$ cat config.mk
export PLATFORM = sky130hd
export DESIGN_NAME = fifo_wr_ctrl
export DESIGN_NICKNAME = d
export VERILOG_FILES = /design/src/rtl/fifo_wr_ctrl.sv
export SDC_FILE = /design/constraint.sdc
export NUM_CORES = 1
export LEC_CHECK = 0
export CAP_MARGIN = 40
export CORE_MARGIN = 1.5
export CORE_UTILIZATION = 45
export CTS_CLUSTER_DIAMETER = 100
export DETAILED_ROUTE_END_ITERATION = 6
export PLACE_DENSITY_LB_ADDON = 0.12
export SLEW_MARGIN = 20
export SYNTH_ARGS = -nofsm -noshare
export SYNTH_HDL_FRONTEND = slang
export SYNTH_SLANG_ARGS = --single-unit
$ cat constraint.sdc
create_clock -name i_clk -period 8.15 [get_ports i_clk]
set_input_delay 1.63 -clock i_clk [delete_from_list [all_inputs] [get_ports i_clk]]
set_output_delay 1.63 -clock i_clk [all_outputs]
set_load 0.02 [all_outputs]
$ cat src/rtl/fifo_wr_ctrl.sv
// Write-side controller for the FIFO register file: write pointer, occupancy count, fill FSM, row strobes.
// Optional almost-full flag enabled by defining FIFO_WR_AFULL_EN.
module fifo_wr_ctrl #(
  parameter int unsigned AW       = 3,
  parameter int unsigned AF_LEVEL = 6
) (
  input  logic                  i_clk,
  input  logic                  i_reset,
  input  logic                  i_we,
  input  logic                  i_rd_adv,
  output logic [(2**AW)-1:0]    o_to_reg,
  output logic [AW-1:0]         o_wr_addr,
  output logic [AW:0]           o_count,
  output logic                  o_full,
  output logic                  o_empty,
  output logic                  o_wr_err
`ifdef FIFO_WR_AFULL_EN
  ,
  output logic                  o_afull
`endif
);

  localparam int unsigned DEPTH = 2**AW;
  localparam int unsigned CW    = AW + 1;

  typedef enum logic [1:0] {
    S_EMPTY   = 2'd0,
    S_PARTIAL = 2'd1,
    S_FULL    = 2'd2
  } state_t;

  state_t            r_state;
  state_t            w_state_nxt;
  logic [AW-1:0]     r_wr_addr;
  logic [CW-1:0]     r_count;
  logic [CW-1:0]     w_count_nxt;
  logic              r_wr_err;
  logic              w_full;
  logic              w_empty;
  logic              w_wr_acc;
  logic              w_rd_acc;

  // Flags come from the registered state, so accepts never see this cycle's rd_adv.
  assign w_full   = (r_state == S_FULL);
  assign w_empty  = (r_state == S_EMPTY);
  assign w_wr_acc = i_we & ~w_full & ~i_reset;
  assign w_rd_acc = i_rd_adv & ~w_empty & ~i_reset;

  always_comb begin
    w_count_nxt = r_count;
    case ({w_wr_acc, w_rd_acc})
      2'b10:   w_count_nxt = r_count + CW'(1);
      2'b01:   w_count_nxt = r_count - CW'(1);
      default: w_count_nxt = r_count;
    endcase
  end

  // Fill FSM next state
  always_comb begin
    w_state_nxt = r_state;
    case (r_state)
      S_EMPTY: begin
        if (w_wr_acc) w_state_nxt = S_PARTIAL;
      end
      S_PARTIAL: begin
        if (w_count_nxt == CW'(DEPTH))  w_state_nxt = S_FULL;
        else if (w_count_nxt == '0)     w_state_nxt = S_EMPTY;
      end
      S_FULL: begin
        if (w_rd_acc) w_state_nxt = S_PARTIAL;
      end
      default: w_state_nxt = S_EMPTY;
    endcase
  end

  always_ff @(posedge i_clk) begin
    if (i_reset) begin
      r_state   <= S_EMPTY;
      r_wr_addr <= '0;
      r_count   <= '0;
      r_wr_err  <= 1'b0;
    end else begin
      r_state   <= w_state_nxt;
      r_count   <= w_count_nxt;
      r_wr_err  <= i_we & w_full;
      if (w_wr_acc) r_wr_addr <= r_wr_addr + AW'(1);
    end
  end

  // Zero-latency strobe: row is written on the edge the pointer advances.
  assign o_to_reg  = w_wr_acc ? (DEPTH'(1) << r_wr_addr) : '0;
  assign o_wr_addr = r_wr_addr;
  assign o_count   = r_count;
  assign o_full    = w_full;
  assign o_empty   = w_empty;
  assign o_wr_err  = r_wr_err;

`ifdef FIFO_WR_AFULL_EN
  logic r_afull;

  always_ff @(posedge i_clk) begin
    if (i_reset) r_afull <= 1'b0;
    else         r_afull <= (w_count_nxt >= CW'(AF_LEVEL));
  end

  assign o_afull = r_afull;
`else
  logic w_unused_af;
  assign w_unused_af = |AF_LEVEL;
`endif

endmodule

* Word level (Yosys, flattened, before mapping)
Index checks and enable logic that the tools add are counted.
Operators by class: $add $sub $neg 3, multiply operators 0, div/mod/pow operators 0, magnitude comparators 0, eq/ne operators 8, shift-type cells 1, mux-type cells 7, bitwise operators 8, reduce and logical (&&, ||, !) cells 3
Operator list (count):
- $mux W2 | 4
- $mux W8 | 1
- $pmux W4 S2 | 1
- $shl A1 B3 Y8 const A | 1
- $pmux W2 S3 | 1
- $and A1 B1 Y1 | 5
- $add A4 B1 Y4 const B | 1
- $eq A2 B1 Y1 const B | 2
- $eq A2 B2 Y1 const B | 2
- $eq A4 B4 Y1 const B | 1
- $logic_not A4 Y1 | 1
- $ne A2 B1 Y1 const B | 2
- $sub A4 B1 Y4 const B | 1
- $add A3 B1 Y3 const B | 1
- $ne A3 B3 Y1 const B | 1
- $not A1 Y1 | 3
- $reduce_and A3 Y1 | 1
- $logic_not A2 Y1 | 1
Storage, ports and cells: flip-flop bits (word level) 10, bits in latches 0, memory bits (writable) 0, bits in read-only memories 0, output and inout port bits 18, word-level logic and storage cells 34, memories kept 0

* Longest topological paths before layout
word-level depth 10, mapped depth 12, gate-level depth less buffers 11

* Worst setup path after synthesis
OpenSTA, ideal clock, no wires.
path kind input port to output port, start point input port i_reset, end point output port o_to_reg[2], arrival time 2581 ps, setup slack 3939 ps, stages on the path 3, cell sequence nor3b_1 -> clkbuf_1 -> and3_1
Between the ends: longest elaborated chain between the ends 3
RTL lines:
- start, declared | RTL line 8 | input logic i_reset,
- $not A1 Y1 | RTL line 46 | assign w_wr_acc = i_we & ~w_full & ~i_reset;
- $and A1 B1 Y1 | RTL line 46
- $mux W8 | RTL line 91 | assign o_to_reg = w_wr_acc ? (DEPTH'(1) << r_wr_addr) : '0;
- end, declared | RTL line 11 | output logic [(2**AW)-1:0] o_to_reg,
Every way passes these cells.

* Final worst setup path
start point input port i_reset, end point output port o_to_reg[4]
Same word-level chain as after synthesis.

==> impl_results.md <==
- Pre-antenna DRT Iters: 4
- CTS Hold Bufs: 0
- Largest cells by area after synthesis: dfxtp_1 26%, ha_1 13%, and3_1 4.9%, nor3b_1 3.9%, nor2_1 3.5%
- Placed instance count: 120
- Synth area leader: dfxtp_1
- Total GRT Usage: 17.4%
- CTS tree: built
- Num CTS Buffers: 3
- Root buf cell: clkbuf_4
- Wirelength per Cell: 12.6 um
- Pwr dens: 141 mW/mm2
- Max Fclk: 192 MHz
- Vias per cell: 5.61
- Worst path max stage delay: 0.67 ns
- Met1 wire length: 735 um
- Commonest non-fill, non-tap cell in the layout: clkdlybuf4s50_1
- Clk sinks: 10
- Worst setup EP type: output port
- Top Ports: 22
- Final slew viol count: 0
- WHS Path Cells: 1
- Top delay family on crit path: buffers and inverters
- Sequential area share after synthesis: 26.3%
- HP Class: register to register
- Final Hold Fails: 0
- Required time worst endpoint: 6.52 ns
- Pin count of the biggest net entering global routing: 15
- Met3 Routed Length: 67 um
- H-tree Lvls: 1
- Uppermost layer routed: met4
- Fin crit period: 5.21 ns
- Max-slew headroom: 66.1%
- Setup TNS: 0 ns
- Worst-path cell chain: clkdlybuf4s50_1 > nor3b_1 > buf_4 > and3_1 > clkdlybuf4s50_1
- Final nets: 121
- Tot Pwr: 0.000143 W
- Status: finished clean
- Fillcell total: 122
- Setup Skew: 0.0113 ns
- Met2 wire len: 749 um
- DIE WIDTH: 44.1 um
- Layout Utilization: 65.6%
- Netlist cell types: 41
- Post-synth top area share: 26.3%
- # setup viols final: 0
- Final Cycle Share: 64.0%
- PortBufs: 21
- Crit Reg-Reg Startpoint: r_state[0]$_SDFFE_PP0P_
- Ys async rst share: 0%
- Critical path's slowest cell: clkdlybuf4s50_1
- Most frequent cells in the layout: 21 x clkdlybuf4s50_1, 10 x dfxtp_1, 8 x ha_1, 7 x nor2_1
- Core Footprint: 0.00154 mm2
- Antenna-violating nets left: 0
- Post-synth EDFFs: 0
- Syn_area_per_cell: 8.85 um2
- Post-Synthesis Cells: 86
- Initial cell density of the core: 49.4%
- GPL Wtd Cong: 0.864
- First-pass GRT wire length: 2500 um
- Worst skew pair latency: 0.27 ns
- Critical Path Start Type: input port
- R2r setup slk: 5.24 ns
- Final non-filler cell total: 124
- CP Buf/Inv Count: 3
- Die height: 44.1 um
- Clock transition at path regs: 0.06 ns
- Unrepaired setup endpoints after global routing: no
- Post-CTS setup buffer count: 0
- Most frequent CP cell: clkdlybuf4s50_1
- DRT iter0 DRCs: 15
- Remaining global-route overflow: 0
- Max Cap Viol: 0
- Rows: 14
- Area added between synthesis and finish: 32.9%
- Antenna violations before repair: 0
- Dpl ws: 2.94 ns
- Layout cells sized above 1: 12.0%
- Final WS setup: 2.94 ns
- Post-detail-place hpwl: 1260 um
- Ant diodes: 0
- Post-Syn Nets: 98
- CP Class: input port to output port
- Main synth FF type: dfxtp_1
- DRC Markers: 0
- CTS resizes: 0
- Crit path max fanout: 14
- Hold Path Origin: r_state[1]$_SDFFE_PP0P_
- Synth warn: 0
- CP arrival: 3.58 ns
- Die area: 0.00195 mm2
- Total leakage power: 0.404 nW
- Number of global-route vias before repair: 590
- Worst slew pin tran: 0.507 ns
- R2R Path End: r_state[1]$_SDFFE_PP0P_
- Total wire length: 1560 um
- CTS Buffer Depth: 2
- Worst R2R Path Depth: 11
- Max IR drop VDD: 0.120 mV
- Hold Path End: r_state[0]$_SDFFE_PP0P_
- Vias: 696
- Synth Register Bits: 10
- Cell area after synthesis: 761 um2
## cells by family (layout without fill, tap and decap cells)
logic type | after synthesis | in the layout | share of synthesized area (%)
AOI/OAI and AO/OA | 15 | 15 | 15.8
muxes | 1 | 1 | 1.32
xor gates and xnor gates | 4 | 4 | 4.61
and+or+nand+nor | 37 | 37 | 31.9
buffers and inverters | 11 | 33 | 6.91
DFF | 10 | 10 | 26.3
adders and majority gates | 8 | 8 | 13.2
## cell usage after synthesis (2+ instances only)
cell type	count
inv_1	6
nor2_1	7
and3_1	6
ha_1	8
o21ai_0	2
o31ai_1	2
dfxtp_1	10
a21oi_1	2
and2_1	2
nand2_1	4
clkbuf_1	2
xnor2_1	3
nor3b_1	4
## per-stage QoR
stage	hold WS [ns]	cell area, um2
final	0.524	1010
after global placement	0.512	975
after CTS	0.529	1010
after floorplan	0.473	761
after global routing	0.557	1010
after detailed placement	0.520	975
## where the power goes
part | total, W | switching, W | internal (W) | leakage (nW)
clock network | 0.0000445 | 0.0000174 | 0.0000271 | 0.0210
logic | 0.0000408 | 0.0000212 | 0.0000196 | 0.302
registers | 0.0000575 | 0.00000531 | 0.0000522 | 0.0817
total | 0.000143 | 0.0000440 | 0.0000989 | 0.404
## routing by layer
layer  vias to the layer above  GRT usage [%]
li1                        353              -
met1                       328           20.6
met2                        13           30.3
met3                         2           6.12
met4                         0           3.64
met5                         -              0
## state kept, by name, summed over array words and instances (netlist names)
name       flops
o_count        4
o_wr_addr      3
r_state        2
o_wr_err       1
## worst max path at each step
stage,start,to,slack (ns),cells after the start
after floorplan,i_reset,o_to_reg[2],3.94,3
after global placement,i_reset,o_to_reg[4],2.99,5
after detailed placement,i_reset,o_to_reg[4],2.94,5
after CTS,i_reset,o_to_reg[4],2.94,5
after global routing,i_reset,o_to_reg[5],2.84,5
final,i_reset,o_to_reg[4],2.94,5
## area by class of cell
class	instances	area (um2)	area share (%)
Tap cell	16	20.0	1.98
Multi-Input combinational cell	65	508	50.2
Sequential cell	10	200	19.8
Timing Repair Buffer	22	218	21.5
Clock buffer	4	36.3	3.59
Inverter	7	28.8	2.85
Power figures use the tool's default switching activity.
